### config.mk
export PLATFORM = sky130hd
export DESIGN_NAME = operand_entry_ctrl
export DESIGN_NICKNAME = d
export VERILOG_FILES = /design/src/rtl/operand_entry_ctrl.sv
export SDC_FILE = /design/constraint.sdc
export NUM_CORES = 1
export LEC_CHECK = 0
export BUFFER_PORTS_ARGS = -buffer_cell sky130_fd_sc_hd__buf_2
export CAP_MARGIN = 20
export CORE_ASPECT_RATIO = 1.1
export CORE_MARGIN = 3
export CORE_UTILIZATION = 55
export DETAILED_ROUTE_END_ITERATION = 6
export GPL_ROUTABILITY_DRIVEN = 0
export GPL_TIMING_DRIVEN = 0
export PLACE_DENSITY = 0.81
export SYNTH_ARGS = -nofsm -noshare
export SYNTH_HDL_FRONTEND = slang
export SYNTH_SLANG_ARGS = --single-unit
### constraint.sdc
create_clock -name clk_i -period 2.37 [get_ports clk_i]
set_clock_uncertainty 0.15 [all_clocks]
set_input_delay 0.1185 -clock clk_i [delete_from_list [all_inputs] [get_ports clk_i]]
set_output_delay 0.1185 -clock clk_i [all_outputs]
set_load 0.03 [all_outputs]
### src/rtl/operand_entry_ctrl.sv
// ---------------------------------------------------------------------------
// operand_entry_ctrl
//
// Purpose:
//   Lets a user load two 8-bit operands from slide switches and step through
//   an operation select by using two push-buttons. Each button is
//   synchronized and debounced. Each clean press is turned into a
//   single-cycle pulse.
//   A three-state FSM steers LoadKey presses:
//     WAIT_A: the press loads Ain.
//     WAIT_B: the press loads Bin.
//     SHOW:   the press returns the FSM to WAIT_A.
//   Every operand load produces a one-cycle strobe E on the following edge.
//   OpKey presses step Operation modulo 4 in any state.
//
// Parameters:
//   DEBOUNCE_CYCLES  consecutive stable cycles before a key level change is
//                    accepted (2..65535)
//
// Ports:
//   clk_i          system clock, rising-edge active
//   rst_i          asynchronous active-high reset
//   switches_i     [7:0] operand value from slide switches
//   load_key_i     raw bouncy LoadKey button, active-high
//   op_key_i       raw bouncy OpKey button, active-high
//   ain_o          [7:0] registered operand A
//   bin_o          [7:0] registered operand B
//   sel_o          registered operand select (0 = A, 1 = B)
//   e_o            registered one-cycle load strobe
//   operation_o    [1:0] registered operation select
//   state_o        [1:0] current FSM state (WAIT_A=00, WAIT_B=01, SHOW=10)
// ---------------------------------------------------------------------------
module operand_entry_ctrl #(
  parameter int unsigned DEBOUNCE_CYCLES = 16
) (
  input  logic       clk_i,
  input  logic       rst_i,
  input  logic [7:0] switches_i,
  input  logic       load_key_i,
  input  logic       op_key_i,
  output logic [7:0] ain_o,
  output logic [7:0] bin_o,
  output logic       sel_o,
  output logic       e_o,
  output logic [1:0] operation_o,
  output logic [1:0] state_o
);

  localparam int DATA_W = 8;
  localparam int NKEYS  = 2;
  localparam int KEY_LD = 0;
  localparam int KEY_OP = 1;

  // The counter only has to reach DEBOUNCE_CYCLES-1. At that value, the
  // next differing edge is the accepting one.
  localparam int CNT_W = (DEBOUNCE_CYCLES > 2) ? $clog2(DEBOUNCE_CYCLES) : 1;
  localparam logic [CNT_W-1:0] CNT_LAST = CNT_W'(DEBOUNCE_CYCLES - 1);

  typedef enum logic [1:0] {
    WAIT_A  = 2'b00,
    WAIT_B  = 2'b01,
    SHOW    = 2'b10,
    ILLEGAL = 2'b11
  } state_t;

  // -------------------------------------------------------------------------
  // Key conditioning state (index 0 = LoadKey, index 1 = OpKey)
  // -------------------------------------------------------------------------
  logic [NKEYS-1:0]            sync1_q;
  logic [NKEYS-1:0]            sync2_q;
  logic [NKEYS-1:0]            deb_q;
  logic [NKEYS-1:0]            deb_d;
  logic [NKEYS-1:0]            deb_dly_q;
  logic [NKEYS-1:0][CNT_W-1:0] cnt_q;
  logic [NKEYS-1:0][CNT_W-1:0] cnt_d;
  logic [NKEYS-1:0]            press;

  // -------------------------------------------------------------------------
  // Control / datapath state
  // -------------------------------------------------------------------------
  state_t            state_q;
  state_t            state_d;
  logic [DATA_W-1:0] ain_q;
  logic [DATA_W-1:0] ain_d;
  logic [DATA_W-1:0] bin_q;
  logic [DATA_W-1:0] bin_d;
  logic              sel_q;
  logic              sel_d;
  logic              pend_q;
  logic              pend_d;
  logic              e_q;
  logic [1:0]        op_q;
  logic [1:0]        op_d;

  // -------------------------------------------------------------------------
  // Synchronizers: two flops per key before anything else looks at them
  // -------------------------------------------------------------------------
  always_ff @(posedge clk_i or posedge rst_i) begin
    if (rst_i) begin
      sync1_q <= '0;
      sync2_q <= '0;
    end else begin
      sync1_q <= {op_key_i, load_key_i};
      sync2_q <= sync1_q;
    end
  end

  // -------------------------------------------------------------------------
  // Debounce
  //
  // The counter runs only while the synchronized level disagrees with the
  // debounced level. Any agreement clears it, so a bounce shorter than
  // DEBOUNCE_CYCLES never reaches the accept point.
  // -------------------------------------------------------------------------
  always_comb begin
    deb_d = deb_q;
    cnt_d = cnt_q;
    for (int k = 0; k < NKEYS; k++) begin
      if (sync2_q[k] == deb_q[k]) begin
        cnt_d[k] = '0;
      end else if (cnt_q[k] == CNT_LAST) begin
        deb_d[k] = sync2_q[k];
        cnt_d[k] = '0;
      end else begin
        cnt_d[k] = cnt_q[k] + CNT_W'(1);
      end
    end
  end

  always_ff @(posedge clk_i or posedge rst_i) begin
    if (rst_i) begin
      deb_q     <= '0;
      deb_dly_q <= '0;
      cnt_q     <= '0;
    end else begin
      deb_q     <= deb_d;
      deb_dly_q <= deb_q;
      cnt_q     <= cnt_d;
    end
  end

  // Rising edge of the debounced level only; releases produce nothing.
  assign press = deb_q & ~deb_dly_q;

  // -------------------------------------------------------------------------
  // FSM, next-state and register updates
  //
  // Switches are sampled directly on the load edge. The operator sets the
  // switches well before pressing the key, and the key path adds
  // DEBOUNCE_CYCLES+2 cycles of settling, so the value is static here.
  // -------------------------------------------------------------------------
  always_comb begin
    state_d = state_q;
    ain_d   = ain_q;
    bin_d   = bin_q;
    sel_d   = sel_q;
    pend_d  = 1'b0;
    op_d    = op_q;

    case (state_q)
      WAIT_A: begin
        if (press[KEY_LD]) begin
          ain_d   = switches_i;
          sel_d   = 1'b0;
          pend_d  = 1'b1;
          state_d = WAIT_B;
        end
      end
      WAIT_B: begin
        if (press[KEY_LD]) begin
          bin_d   = switches_i;
          sel_d   = 1'b1;
          pend_d  = 1'b1;
          state_d = SHOW;
        end
      end
      SHOW: begin
        if (press[KEY_LD]) begin
          state_d = WAIT_A;
        end
      end
      default: begin
        // The unused encoding recovers to WAIT_A on the next edge.
        state_d = WAIT_A;
      end
    endcase

    // OpKey acts independently of the FSM, so it can coincide with a load.
    if (press[KEY_OP]) begin
      op_d = op_q + 2'd1;
    end
  end

  always_ff @(posedge clk_i or posedge rst_i) begin
    if (rst_i) begin
      state_q <= WAIT_A;
    end else begin
      state_q <= state_d;
    end
  end

  // pend_q marks "an operand was loaded on the previous edge".
  // E is that mark delayed by one more edge. As a result, Sel and the operand
  // are already stable for a full cycle before E rises.
  always_ff @(posedge clk_i or posedge rst_i) begin
    if (rst_i) begin
      ain_q  <= '0;
      bin_q  <= '0;
      sel_q  <= 1'b0;
      pend_q <= 1'b0;
      e_q    <= 1'b0;
      op_q   <= 2'b00;
    end else begin
      ain_q  <= ain_d;
      bin_q  <= bin_d;
      sel_q  <= sel_d;
      pend_q <= pend_d;
      e_q    <= pend_q;
      op_q   <= op_d;
    end
  end

  assign ain_o       = ain_q;
  assign bin_o       = bin_q;
  assign sel_o       = sel_q;
  assign e_o         = e_q;
  assign operation_o = op_q;
  assign state_o     = state_q;

endmodule

==> results_dict.tcl, run 1 <==
set metrics [dict create \
    switching_power_uw 241 \
    leakagePower_nw 0.976 \
    pwr-share-seq 0.632 \
    p_sw_frac 0.220 \
    die_w_microns 55.3 \
    synthCells 97 \
    grt_pass1_vias 1032 \
    total_power_mw 1.10 \
    detail-route-antenna-nets 0 \
    final_area_sq_mm 0.00187 \
    cap_violations 0 \
    final_common_cell "dfrtp_1" \
    drive_gt1_frac 0.430 \
    post_cts_resized 0 \
    async_flop_share 1.00 \
    arrival_ps 1740 \
    worstPathRequired_ps 2430 \
    clk_latency_ps 330 \
    drt_wl_total_mm 2.69 \
    ir_worst_vdd_mv 0.484 \
    rows 19 \
    wl_per_cell_microns 14.9 \
    synth-edff-count 0 \
    clock_power_share 0.300 \
    synthFlopType "dfrtp_1" \
    cts_tree "yes" \
    crit_type "flop to flop" \
    io_buffers 33 \
    synth_fp_nets 111 \
    tightest_slew_ps 755 \
    fin_crit_ps 1680 \
    crit_chain "nand2b_2 -> nor3_4 -> mux2_2" \
    viasPerCell 5.18 \
    r2r_cells 3 \
    start_util 0.583 \
    ctsHtreeMaxLevel 2 \
    gr-total-overflow 0 \
    critical_path.endpoint "ain_o[5]" \
    path_buf_inv 0 \
    cp.depth 3 \
    ys_seq_area_frac 0.664 \
    grt_use_total 0.184 \
    antenna_found_initial 0 \
    nFillCells 174 \
    nets 163 \
    drtIter0Drc 11 \
    cpMaxStageDelayCell "dfrtp_1" \
    worst_path_largest_cell_delay_ps 420 \
    vias 932 \
    die_y_microns 60.2 \
    synth_seq_cells 39 \
    final_cell_mix "39 x dfrtp_1, 33 x buf_2, 18 x mux2_2" \
    avgSynthCellArea_sq_um 15.1 \
    pwr-share-comb 0.068 \
    outcome "complete, no violations" \
    synth_cell_types 22 \
    worst_setup_path_end_kind "flop" \
    hp-class "flop to flop" \
    tns_ps 0 \
    cp-start-kind "flop" \
    hpwlAfterDp_mm 1.86 \
    grt_first_pass_wirelength_mm 4.65 \
    areaGrowthSynthToFinish_pct 27.1 \
    cp_max_fo 9 \
    drc 0 \
    crit_path_start "deb_dly_q[0]" \
    clockBufferDepth 2 \
    holdWs_ps 209 \
    dieArea_sq_mm 0.00333 \
    core_sq_mm 0.00252 \
    io_pins 34 \
    slew-limit-headroom 0.496 \
    timing.final.crit_share 0.708 \
    r2r_start "deb_dly_q[0]" \
    fmax_mhz 596 \
    yosys_warnings 0 \
    p_int_uw 855 \
    reg2reg_to "ain_o[5]" \
    rrSetupSlack_ps 690 \
    syn-cell-area_sq_mm 0.00147 \
    ctsRootBufferMaster "clkbuf_4" \
    rsz0062_at_grt "no" \
    finalMaxSlewViolations 0 \
    diodes 0 \
    crit_family "simple AND/OR/NAND/NOR gates" \
    setup_viol 0 \
    numCtsBuffers 5 \
    firstDrtPassIters 4 \
    hold_violations 0 \
    path_clk_slew_ps 100 \
    power.density_mw_per_mm2 587 \
    placed_cell_area_sq_mm 0.00170 \
    grt_start_max_net_pins 23 \
    numClockSinks 39 \
    setup_slack_ps 691 \
    post-place-ws_ps 667 \
]
[cells by family after synthesis]
family / Yosys count / share of synthesized area
DFF: 39 / 0.664
muxes: 18 / 0.138
buffers and inverters: 4 / 0.0153
adders and majority gates: 2 / 0.0170
and+or+nand+nor: 20 / 0.0980
xor gates and xnor gates: 7 / 0.0417
AOI/OAI and AO/OA: 7 / 0.0256
[how the worst min path moves through the flow]
stage	startpoint	end	slack, ps	cells after the start
2_1_floorplan	load_key_i	sync1_q[0]	-0.07	0
3_3_place_gp	load_key_i	sync1_q[0]	80	1
3_5_place_dp	load_key_i	sync1_q[0]	80	1
4_1_cts	sync1_q[0]	sync2_q[0]	210	0
5_1_grt	sync1_q[0]	sync2_q[0]	220	0
6_report	sync1_q[0]	sync2_q[0]	210	0
[through the flow]
step                instances   util
global route              180  0.741
floorplan                  97      -
finish                    180  0.741
global placement          161  0.664
detailed placement        162  0.675
CTS                       180  0.741
[power by group through the flow]
stage | clock, mW | sequential, mW | combinational [mW]
detailed placement | 0 | 0.705 | 0.0614
floorplan | 0 | 0.708 | 0.0292
CTS | 0.341 | 0.692 | 0.0756
global placement | 0 | 0.703 | 0.0519
global route | 0.370 | 0.695 | 0.0830
finish | 0.329 | 0.692 | 0.0746
[worst reg2reg max path: cells and delay by family (launching register included)]
kind,cells,cell delay [ps]
multiplexers,1,390
flip-flops,1,420
AND/OR/NAND/NOR,2,620
[state kept, by name, summed over array words and instances, names as in the netlist]
| name | cells |
|---|---|
| state_o | 2 |
| sel_o | 1 |
| deb_q | 2 |
| sync2_q | 2 |
| e_o | 1 |
| cnt_q | 8 |
| sync1_q | 2 |
| deb_dly_q | 2 |
| pend_q | 1 |
| operation_o | 2 |
| ain_o | 8 |
| bin_o | 8 |
[area by class of cell]
type                    count  area (sq um)  area share
inverters                   3          11.3     0.00603
multi-input cells          54           470       0.252
plain buffers               1          11.3     0.00603
clock buffers               6          51.3      0.0275
repair buffers             45           303       0.162
flip-flops and latches     39           976       0.523
well taps                  31          38.8      0.0208
clock inverters             1          5.00     0.00268
[Yosys cell counts, types with 2 or more instances]
master    number  area, sq um
nor3b_1        2         15.0
dfrtp_1       39          976
nor2b_1        2         12.5
nor2_1         5         18.8
mux2_2        18          203
nand4b_1       2         17.5
inv_1          3         11.3
nand3_1        2         10.0
xnor2_1        6         52.6
o21ai_0        2         10.0
a21oi_1        4         20.0
ha_1           2         25.0
[per-layer routing]
layer | global-route usage | part of all wire | wire, microns | vias up
li1 | - | - | - | 434
met1 | 0.183 | 0.38 | 1020 | 465
met2 | 0.350 | 0.56 | 1500 | 29
met3 | 0.0713 | 0.052 | 140 | 4
met4 | 0.0660 | 0.010 | 28 | 0
met5 | 0 | 0 | 0 | -
[what timing repair did]
item                      CTS  global route
hold buffers               11             0
buffers inserted            0             0
hold endpoints to repair   35             0
Power figures use the tool's default switching activity.
==> inputs of run 2 (changes only) <==
- ABC_AREA: unset -> 1
- CORE_UTILIZATION: 55 -> 52
- PLACE_DENSITY: 0.81 -> 0.77
- clock period: 2.37 -> 1.57 ns (I/O delays scaled with it)
==> run 2 against run 1 <==
Against the previous run: sequential share of layout area fell by 2.2 points; first-iteration DRC count rose to 3.8 times the previous value; critical path depth fell by 2; die area rose by 8.7%; synthesized cell count rose by 59%; global-route usage rose by 0.68 points; via count rose by 30%; cell count rose by 32%; clock power rose by 100%; worst setup slack got worse by 480 ps; total power rose by 68%.
==> results_dict.tcl, run 2 <==
set metrics [dict create \
    outcome "complete, no violations" \
    drt_wl_total_mm 3.09 \
    rows 19 \
    ys_seq_area_frac 0.640 \
    path_buf_inv 1 \
    crit_chain "buf_2" \
    numClockSinks 39 \
    hpwlAfterDp_mm 2.14 \
    path_clk_slew_ps 110 \
    die_w_microns 57.6 \
    avgSynthCellArea_sq_um 9.90 \
    hold_violations 0 \
    final_util 0.738 \
    drtIter0Drc 42 \
    io_pins 34 \
    ir_worst_vdd_mv 1.27 \
    yosys.area.top_type "dfrtp_1" \
    ys_top_cells_by_count "49 x nand2_1, 39 x dfrtp_1, 24 x nand3_1" \
    nets 220 \
    gr-total-overflow 0 \
    dieArea_sq_mm 0.00362 \
    tns_ps 0 \
    dp_cells 219 \
    viasPerCell 5.09 \
    finalMaxSlewViolations 0 \
    core_sq_mm 0.00264 \
    hp-class "input port to asynchronous set/reset pin" \
    worst_path_largest_cell_delay_ps 530 \
    antenna_found_initial 0 \
    synth_cell_types 16 \
    wl_per_cell_microns 13.0 \
    areaGrowthSynthToFinish_pct 27.8 \
    synthFlopType "dfrtp_1" \
    tightest_slew_ps 597 \
    fin_cells 238 \
    yosys_warnings 0 \
    setup_viol 0 \
    cts_tree "yes" \
    synth_seq_cells 39 \
    async_flop_share 1.00 \
    synth-edff-count 0 \
    synth_area_leaders "dfrtp_1 64%, nand2_1 12%, nand3_1 7.9%, inv_1 3.0%, nor2_1 2.7%" \
    crit_family "flip-flops" \
    synthCells 154 \
    grt_first_pass_wirelength_mm 5.32 \
    cp_max_fo 6 \
    cap_violations 0 \
    power.density_mw_per_mm2 944 \
    synth_top_cell_area_share 0.640 \
    worstPathRequired_ps 1340 \
    ctsRootBufferMaster "clkbuf_4" \
    cp-start-kind "flop" \
    grt_use_total 0.190 \
    fin_crit_ps 1360 \
    worst_setup_path_end_kind "output pin" \
    leakagePower_nw 0.983 \
    vias 1212 \
    yosys.cell_count.top_type "nand2_1" \
    synth_fp_nets 168 \
    die_y_microns 62.8 \
    drc 0 \
    start_util 0.578 \
    crit_type "flop to output pin" \
    drive_gt1_frac 0.242 \
    final_common_cell "nand2_1" \
    fmax_mhz 737 \
    ctsHtreeMaxLevel 2 \
    final_cell_mix "49 x nand2_1, 39 x dfrtp_1, 33 x buf_2" \
    firstDrtPassIters 4 \
    clockBufferDepth 2 \
    slew-limit-headroom 0.601 \
    grt_pass1_vias 1240 \
    grt_start_max_net_pins 27 \
    clk_latency_ps 340 \
    diodes 0 \
    timing.final.crit_share 0.864 \
    numCtsBuffers 5 \
    io_buffers 33 \
    syn-cell-area_sq_mm 0.00152 \
    arrival_ps 1130 \
    nFillCells 188 \
    cpMaxStageDelayCell "dfrtp_1" \
    detail-route-antenna-nets 0 \
    rsz0062_at_grt "no" \
]
## run 2: cell types whose count changed in the layout (fill, tap and decap cells not counted), moves of 2 or more
| cell | change |
|---|---|
| nand2_1 | +48 |
| nand3_1 | +22 |
| mux2_2 | -18 |
| inv_1 | +9 |
| nor2_1 | +6 |
| a21oi_1 | -3 |
| xnor2_1 | -3 |
| nand2_2 | +2 |
| nand4_1 | +2 |
| nand4b_1 | -2 |
| nor2_4 | +2 |
| nor2b_1 | -2 |
| nor3b_1 | -2 |
## run 2: report_power, final
part,internal (mW),switching (mW),total [mW]
combinational,0.0569,0.0729,0.130
clock,0.335,0.327,0.662
sequential,1.03,0.0191,1.05
total,1.42,0.419,1.84
## run 2: path summary, 6_finish.rpt
kind / depth (start not counted) / start / to / slack [ps]
setup / recovery: 1 / state_o[1] / state_o[1] / 210
hold / removal: 3 / rst_i / cnt_q[2] / 190
setup reg to reg: 4 / state_o[1] / bin_o[1] / 280
hold reg to reg: 0 / pend_q / e_o / 220
max in group asynchronous: 4 / rst_i / state_o[1] / 560
min in group clk_i: 0 / pend_q / e_o / 220
## run 2: per-layer routing
layer  vias up  routed length (microns)  track usage
met5         -                        0            0
met3         9                      162       0.0579
li1        588                        -            -
met4         0                       73       0.0986
met2        31                     1550        0.321
met1       584                     1300        0.212
## run 2: area by class of cell
type	instances	area, sq um	share of cell area
well taps	31	38.8	0.0199
clock inverters	3	43.8	0.0225
clock buffers	5	37.5	0.0193
repair buffers	45	303	0.156
inverters	14	57.6	0.0296
plain buffers	1	15.0	0.00771
flip-flops and latches	39	976	0.501
multi-input cells	100	475	0.244
## run 2: cells by family (layout without fill, tap and decap cells)
logic type | Yosys count | in the layout | share of synthesized area
xor gates and xnor gates | 3 | 3 | 0.0172
and+or+nand+nor | 91 | 91 | 0.265
adders and majority gates | 2 | 2 | 0.0164
buffers and inverters | 15 | 68 | 0.0476
AOI/OAI and AO/OA | 4 | 4 | 0.0131
DFF | 39 | 39 | 0.640
## run 2: stage by stage
stage | instance area [sq um] | setup slack [ps] | hold slack, ps | power (mW)
final | 1950 | 214 | 186 | 1.84
after floorplan | 1520 | 248 | -40.1 | 1.13
after global routing | 1950 | 156 | 207 | 1.92
after global placement | 1730 | 39.2 | 38.3 | 1.16
after detailed placement | 1760 | 274 | 30.7 | 1.18
after CTS | 1950 | 200 | 191 | 1.86
## run 2: what timing repair did
item,in CTS,in global routing
buffers inserted,0,0
endpoints found under the hold margin,31,0
gates resized for setup,0,0
hold buffers,11,0
==> inputs of run 3 (changes only) <==
- CELL_PAD_IN_SITES_DETAIL_PLACEMENT: unset -> 0
- CELL_PAD_IN_SITES_GLOBAL_PLACEMENT: unset -> 1
- CORE_UTILIZATION: 52 -> 40
- CTS_CLUSTER_SIZE: unset -> 8
- PLACE_DENSITY: 0.77 -> unset
- PLACE_DENSITY_LB_ADDON: unset -> 0.1
==> run 3 against run 2 <==
Against the previous run: first-iteration DRC count fell by 31%; critical path depth is the same; die area up 27%; sequential power barely moved; sequential cell count is the same; global-route usage decreased by 4.3 points; worst setup slack better by 5.4 ps; largest cell class unchanged; non-clock buffer count decreased by 1; register-to-register slack lost 20 ps.
==> results_dict.tcl, run 3 (same netlist as run 2, synthesis figures left out) <==
set metrics [dict create \
    power.density_mw_per_mm2 872 \
    total_power_mw 1.67 \
    grt_busiest_layer "met2" \
    gr-usage-met2 0.252 \
    dp_cells 235 \
    path_buf_inv 1 \
    nFillCells 327 \
    nets 219 \
    io_buffers 33 \
    final_common_cell "nand2_1" \
    dieArea_sq_mm 0.00459 \
    numCtsBuffers 5 \
    start_util 0.436 \
    ctsHtreeMaxLevel 2 \
    drt_wl_total_mm 2.96 \
    core_sq_mm 0.00350 \
    fin_crit_ps 1350 \
    grt_start_max_net_pins 40 \
    diodes 0 \
    drc 0 \
    die_w_microns 64.9 \
    post_cts_resized 0 \
    final_cell_mix "49 x nand2_1, 39 x dfrtp_1, 33 x buf_2" \
    vias 1180 \
    hp-class "flop to flop" \
    cp_max_fo 6 \
    cap_violations 0 \
    firstDrtPassIters 4 \
    viasPerCell 4.66 \
    grt_first_pass_wirelength_mm 5.15 \
    timing.final.crit_share 0.860 \
    fin_cells 253 \
    rsz0062_at_grt "no" \
    hold_violations 0 \
    detail-route-antenna-nets 0 \
    finalMaxSlewViolations 0 \
    holdWs_ps 213 \
    rows 22 \
    drive_gt1_frac 0.239 \
    worstPathRequired_ps 1340 \
    io_pins 34 \
    crit_type "flop to output pin" \
    areaGrowthSynthToFinish_pct 25.7 \
    worst_path_largest_cell_delay_ps 530 \
    worst_setup_path_end_kind "output pin" \
    ctsRootBufferMaster "clkbuf_4" \
    drtIter0Drc 29 \
    clk_latency_ps 330 \
    crit_chain "buf_2" \
    worstHoldStart "pend_q" \
    hpwlAfterDp_mm 2.10 \
    wl_per_cell_microns 11.7 \
    arrival_ps 1120 \
    grt_pass1_vias 1201 \
    setup_viol 0 \
    tightest_slew_ps 774 \
    ctsHoldBuffers 11 \
    outcome "complete, no violations" \
    grtUsageMet1 0.164 \
    tns_ps 0 \
    slew-limit-headroom 0.483 \
    gr-usage-met3 0.0603 \
    die_y_microns 70.7 \
    gr-total-overflow 0 \
    postCtsSetupRepairBufs 0 \
    antenna_found_initial 0 \
    crit_path_start "state_o[1]" \
    ir_worst_vdd_mv 0.432 \
    fmax_mhz 740 \
    cts_tree "yes" \
    cpMaxStageDelayCell "dfrtp_1" \
    r2r_start "state_o[1]" \
    crit_family "flip-flops" \
    cp-start-kind "flop" \
    grt_use_total 0.147 \
    clockBufferDepth 2 \
    leakagePower_nw 0.958 \
    numClockSinks 39 \
    path_clk_slew_ps 110 \
]
[run 3: cell count changes in the layout (fill, tap and decap cells not counted)]
cell       change
buf_16         -1
bufinv_16      -1
clkbuf_8       +1
clkinv_4       -1
inv_1          -1
inv_2          +1
[run 3: through the flow]
| step | util | setup slack, ps | instance area [sq um] |
|---|---|---|---|
| finish | 0.548 | 219 | 1920 |
| global route | 0.548 | 142 | 1920 |
| CTS | 0.548 | 213 | 1920 |
| detailed placement | 0.500 | 281 | 1750 |
| global placement | 0.500 | 4.39 | 1750 |
| floorplan | - | 248 | 1520 |
[run 3: power by group]
part           internal [mW]  leakage, nW  switching (mW)
clock                  0.208       0.0341           0.300
combinational         0.0495        0.476          0.0679
sequential              1.03        0.447          0.0183
[run 3: final cells by class]
type,count,area [sq um],area share
flip-flops and latches,39,976,0.509
multi-input cells,100,475,0.248
repair buffers,44,275,0.144
well taps,48,60.1,0.0314
inverters,14,57.6,0.0300
clock buffers,6,51.3,0.0268
plain buffers,1,15.0,0.00784
clock inverters,1,5.00,0.00261
[run 3: per-layer routing]
layer  up-vias  share of wire  wire (microns)
li1        592              -               -
met1       554           0.43            1270
met2        28           0.50            1490
met3         6          0.054             161
met4         0          0.014              42
met5         -              0               0
[run 3: path summary, 6_finish.rpt]
kind                       cells after the start    endpoint  slack (ps)
setup / recovery                               1  state_o[1]         220
hold / removal                                 0         e_o         210
setup reg to reg                               4    ain_o[7]         260
hold reg to reg                                0         e_o         210
max in group asynchronous                      3    cnt_q[7]         500
min in group asynchronous                      3         e_o         280
